===== src/rtl/parallel_serial_c_if.sv =====
// parallel_serial_c_if: byte handshake between the datapath and the serializer
interface parallel_serial_c_if;
   logic       valid_in;
   logic [7:0] Data_in;
   logic       ready_out;
   modport master (output valid_in, output Data_in, input ready_out);
   modport slave  (input valid_in, input Data_in, output ready_out);
endinterface


===== src/rtl/parallel_serial_c.sv =====
// parallel_serial_c: byte-to-serial transmitter, MSB first, COMMA sync preamble then idle filler (optional PS_BC_COLLISION_FLAG_EN adds bc_collision)
module parallel_serial_c #(
   parameter int         NUM_SYNC = 4,
   parameter logic [7:0] COMMA    = 8'hBC
) (
   input  logic                       clk_32f,
   input  logic                       reset,
   parallel_serial_c_if.slave         bus,
   output logic                       Data_out,
   output logic                       active_out
`ifdef PS_BC_COLLISION_FLAG_EN
   ,
   output logic                       bc_collision
`endif
);
   localparam int SW = $clog2(NUM_SYNC + 1);
   typedef enum logic {SYNC, RUN} state_t;
   state_t        state_q, state_d;
   logic [2:0]    bit_cnt_q, bit_cnt_d;
   logic [SW-1:0] sync_cnt_q, sync_cnt_d;
   logic          hold_full_q, hold_full_d;
   logic [7:0]    hold_data_q, hold_data_d;
   logic [7:0]    tx_byte_q, tx_byte_d;
   logic          data_out_q, data_out_d;
   logic          active_q, active_d;
   logic          bc_q, bc_d;
   logic          boundary, accept, use_hold;
   logic [7:0]    next_byte;
   assign bus.ready_out = !hold_full_q;
   assign Data_out      = data_out_q;
   assign active_out    = active_q;
`ifdef PS_BC_COLLISION_FLAG_EN
   assign bc_collision  = bc_q;
`endif
   // Next state: byte selection at boundaries, bit shifting otherwise, and the holding buffer
   always_comb begin
      state_d     = state_q;
      bit_cnt_d   = bit_cnt_q + 3'd1;
      sync_cnt_d  = sync_cnt_q;
      hold_full_d = hold_full_q;
      hold_data_d = hold_data_q;
      tx_byte_d   = tx_byte_q;
      active_d    = active_q;
      boundary    = bit_cnt_q == 3'd0;
      accept      = bus.valid_in && !hold_full_q;
      use_hold    = boundary && state_q == RUN && hold_full_q;
      next_byte   = use_hold ? hold_data_q : COMMA;
      data_out_d  = boundary ? next_byte[7] : tx_byte_q[3'd7 - bit_cnt_q];
      bc_d        = accept && bus.Data_in == COMMA;
      if (boundary) begin
         tx_byte_d = next_byte;
         if (state_q == SYNC) begin
            sync_cnt_d = sync_cnt_q + SW'(1);
            if (sync_cnt_q == SW'(NUM_SYNC - 1)) begin
               state_d  = RUN;
               active_d = 1'b1;
            end
         end
      end
      if (use_hold) hold_full_d = 1'b0;
      if (accept) begin
         hold_full_d = 1'b1;
         hold_data_d = bus.Data_in;
      end
   end
   // State registers; reset aborts the current byte and drops any held byte
   always_ff @(posedge clk_32f) begin
      if (reset) begin
         state_q     <= SYNC;
         bit_cnt_q   <= '0;
         sync_cnt_q  <= '0;
         hold_full_q <= 1'b0;
         hold_data_q <= '0;
         tx_byte_q   <= '0;
         data_out_q  <= 1'b0;
         active_q    <= 1'b0;
         bc_q        <= 1'b0;
      end else begin
         state_q     <= state_d;
         bit_cnt_q   <= bit_cnt_d;
         sync_cnt_q  <= sync_cnt_d;
         hold_full_q <= hold_full_d;
         hold_data_q <= hold_data_d;
         tx_byte_q   <= tx_byte_d;
         data_out_q  <= data_out_d;
         active_q    <= active_d;
         bc_q        <= bc_d;
      end
   end
endmodule


===== src/flat_wrapper.sv =====
// flat-port wrapper written by rule: the top's interface ports become plain ports
module parallel_serial_c_flat 
#(
   parameter int         NUM_SYNC = 4,
   parameter logic [7:0] COMMA    = 8'hBC
)
  (clk_32f, reset, Data_out, active_out, bus_valid_in, bus_Data_in, bus_ready_out);
  parallel_serial_c_if bus_i ();
  input  logic clk_32f;
  input  logic reset;
  output logic Data_out;
  output logic active_out;
  input wire logic [$bits(bus_i.valid_in)-1:0] bus_valid_in;
  input wire logic [$bits(bus_i.Data_in)-1:0] bus_Data_in;
  output wire logic [$bits(bus_i.ready_out)-1:0] bus_ready_out;
  assign bus_i.valid_in = bus_valid_in;
  assign bus_i.Data_in = bus_Data_in;
  assign bus_ready_out = bus_i.ready_out;
  parallel_serial_c #(.NUM_SYNC(NUM_SYNC), .COMMA(COMMA)) u_core (.clk_32f(clk_32f), .reset(reset), .bus(bus_i), .Data_out(Data_out), .active_out(active_out));
endmodule

===== config.mk =====
export PLATFORM = sky130hd
export DESIGN_NAME = parallel_serial_c_flat
export DESIGN_NICKNAME = d
export VERILOG_FILES = /design/src/rtl/parallel_serial_c_if.sv /design/src/rtl/parallel_serial_c.sv /design/src/flat_wrapper.sv
export SDC_FILE = /design/constraint.sdc
export NUM_CORES = 1
export LEC_CHECK = 0
export CAP_MARGIN = 20
export CORE_AREA = 5 5 52 66
export CTS_CLUSTER_DIAMETER = 80
export DETAILED_ROUTE_END_ITERATION = 6
export DIE_AREA = 0 0 57 71
export GPL_ROUTABILITY_DRIVEN = 0
export SETUP_SLACK_MARGIN = 0.1
export SYNTH_ARGS = -nofsm -noshare
export SYNTH_HDL_FRONTEND = slang
export SYNTH_SLANG_ARGS = --single-unit
export TNS_END_PERCENT = 20

===== constraint.sdc =====
create_clock -name clk_32f -period 2 [get_ports clk_32f]
set_input_delay 0.2 -clock clk_32f [delete_from_list [all_inputs] [get_ports clk_32f]]
set_output_delay 0.2 -clock clk_32f [all_outputs]
set_load 0.01 [all_outputs]

==> flow_summary.ini <==
[sta]
fin_crit_sh_pct = 86.14
fin_crit_ns = 1.723
rsz0062_at_grt = false
fmax_ghz = 0.5805
fin_setup_tns_ns = 0
setup_viol = 0
hold_viol = 0
worst_pin_slew_ns = 0.5347
finalMaxSlewViolations = 0
fin_hold_ws_ns = 0.4108
relSlewSlack_pct = 63.43
fin_skew_ns = 0.009703

[grt]
track_usage_pct = 10.35
antenna_found_initial = 0
grt_pass1_vias = 742
grt_pass1_wl_um = 3215
overflow = 0
grt_max_degree = 26

[cts]
cts_resized = 0
htree_levels = 1
numCtsBuffers = 3
cts_buffer_depth = 2
numClockSinks = 26
ctsHoldBuffers = 0
clk_pin_slew_ns = 0.13
clk-insertion-delay-late_ns = 0.32
postCtsSetupRepairBufs = 0
cts-root-buf = clkbuf_4
tritoncts = done

[logic_synthesis]
yosysSeqAreaShare_pct = 49.52
yosysTopAreaCell = dfxtp_1
synth.most_common_cell = dfxtp_1
synth_flop_cell = dfxtp_1
synth_cells = 118
synth_warnings = 0
synthSimpleGateAreaFrac_pct = 20.12
avgSynthCellArea_um2 = 8.907
synth_fa_ha_area_share_pct = 4.762
synthMuxAreaShare_pct = 3.452
syn-cell-area_mm2 = 0.001051
synth-compound-area-share_pct = 14.64
synth_xor_area_share_pct = 1.667
yosysUniqueCellTypes = 28
synthTopCellsByArea = dfxtp_1 50%, nand2_1 7.1%, a21oi_1 6.7%
syn_nets = 133
synthTopCellsByCount = 26 x dfxtp_1, 20 x nand2_1, 14 x a21oi_1
yosysTopAreaCellShare_pct = 49.52
synth_edf_count = 0
ys_ff_latch = 26
synth_top_family_by_area = simple AND/OR/NAND/NOR gates
synthArstFlopShare_pct = 0

[floorplan]
dieArea_mm2 = 0.004047
coreArea_mm2 = 0.002808
die_w_um = 57
die_h_um = 71
fp-row-count = 22
io_pins = 14
start_util_pct = 37.43

[worst_setup_path]
crit_path_max_fanout = 6
crit_buf_inv = 2
end_kind = flop
start_kind = flop
crit_path_cell_trace = inv_1 > ha_1 > nor2b_1 > buf_4 > a311o_1 > o32ai_1
required_ns = 2.23
critical-path-max-stage-delay_ns = 0.45
critical_path.top_delay_family = compound AO/OA/AOI/OAI gates
arrival_ns = 1.95
worst-setup-path-type = flop to flop
crit_path_top_delay_cell = dfxtp_1

[routing]
routed_wl_um = 1941
wl_per_cell_um = 11.69
dr.pass1.iters = 4
drt_iter0_drc = 28
viasPerCell = 4.946
drc_errors = 0
vias = 821
detail-route-antenna-nets = 0

[power_and_ir_drop]
powerDensity_mw_per_mm2 = 821.8
ir_drop_uv = 541.3
p_leak_nw = 0.4706

[finish]
area_delta_synth_final_pct = 18.21
fin_area_mm2 = 0.001242
n_antenna_cell = 0
fill_cells = 308
drive_gt1_share_pct = 6.923
final_core_util_pct = 44.25
fin_nets = 146

[run]
cap_violations = 0

[status]
status = finished clean

[hold_path]
min-delay-path-class = input pin to flop

[place]
io_buffers = 13
place_area_mm2 = 0.001206
[sequential cells by signal (all words and copies together) (netlist names)]
signal	count
u_core.Data_out	1
u_core.active_out	1
u_core.bit_cnt_q	3
u_core.hold_data_q	8
u_core.hold_full_q	1
u_core.state_q	1
u_core.sync_cnt_q	3
u_core.tx_byte_q	8
[power by group]
group,internal (mW),leakage [nW],total [mW],switching (mW)
sequential,0.562,0.214,0.592,0.0300
combinational,0.0902,0.235,0.172,0.0815
clock,0.111,0.0210,0.257,0.146
[per-layer routing]
metal	track usage, %	part of all wire (%)	up-vias
met3	2.372	3.2	5
met5	0	0	-
li1	-	-	427
met2	17.28	53	12
met1	11.84	42	377
met4	6.186	2.4	0
[logic make-up after synthesis]
kind of cell / after synthesis
AND/OR/NAND/NOR: 45
AO/OA/AOI/OAI: 26
flip-flops: 26
buffers and inverters: 13
adder cells (fa/ha/maj): 4
XOR/XNOR: 2
multiplexers: 2
[layout make-up]
class / instances / area, µm² / area share [%]
flip-flops and latches: 26 / 520.5 / 41.89
multi-input cells: 79 / 469.2 / 37.76
repair buffers: 16 / 152.6 / 12.29
well taps: 36 / 45.04 / 3.625
clock buffers: 4 / 36.28 / 2.920
inverters: 5 / 18.77 / 1.511
[cell usage in the layout, fill, tap and decap left out]
cell type         n
a2111oi_0         1
a211oi_1          2
a21oi_1          14
a311o_1           1
a31oi_1           1
and2_2            1
buf_4             3
clkbuf_4          3
clkbuf_8          1
clkdlybuf4s50_1  13
dfxtp_1          26
ha_1              4
inv_1             5
mux2i_1           1
mux4_1            1
nand2_1          20
nand2b_1          2
nand4_1           3
nand4b_1          1
nor2_1           12
nor2b_1           3
nor3_1            1
nor3b_2           1
o21ai_0           2
o22ai_1           4
o32ai_1           1
or2b_1            1
xnor2_1           2
[final timing paths]
path                                     startpoint               endpoint  slack, ns  depth (start not counted)
worst max register to register  u_core.bit_cnt_q[0]        u_core.Data_out       0.28                          6
worst min-delay path                 bus_Data_in[1]  u_core.hold_data_q[1]       0.41                          3
worst max-delay path            u_core.bit_cnt_q[0]        u_core.Data_out       0.28                          6
worst min register to register  u_core.tx_byte_q[6]    u_core.tx_byte_q[6]       0.46                          2
[worst register-to-register path, delay by kind of cell, from the launching register on]
family,cells,cell delay [ns]
DFF,1,0.45
and+or+nand+nor,1,0.15
AOI/OAI and AO/OA,2,0.53
buffers and inverters,2,0.26
adders and majority gates,1,0.24
[stage by stage]
step | instances | worst slack [ns] | power [mW]
floorplan | 118 | 0.5835 | 0.7150
global placement | 162 | 0.3810 | 0.7730
detailed placement | 162 | 0.2864 | 0.7789
CTS | 166 | 0.2575 | 1.040
global route | 166 | 0.1300 | 1.090
finish | 166 | 0.2773 | 1.021
No activity file was read; power rests on OpenSTA's default activity.
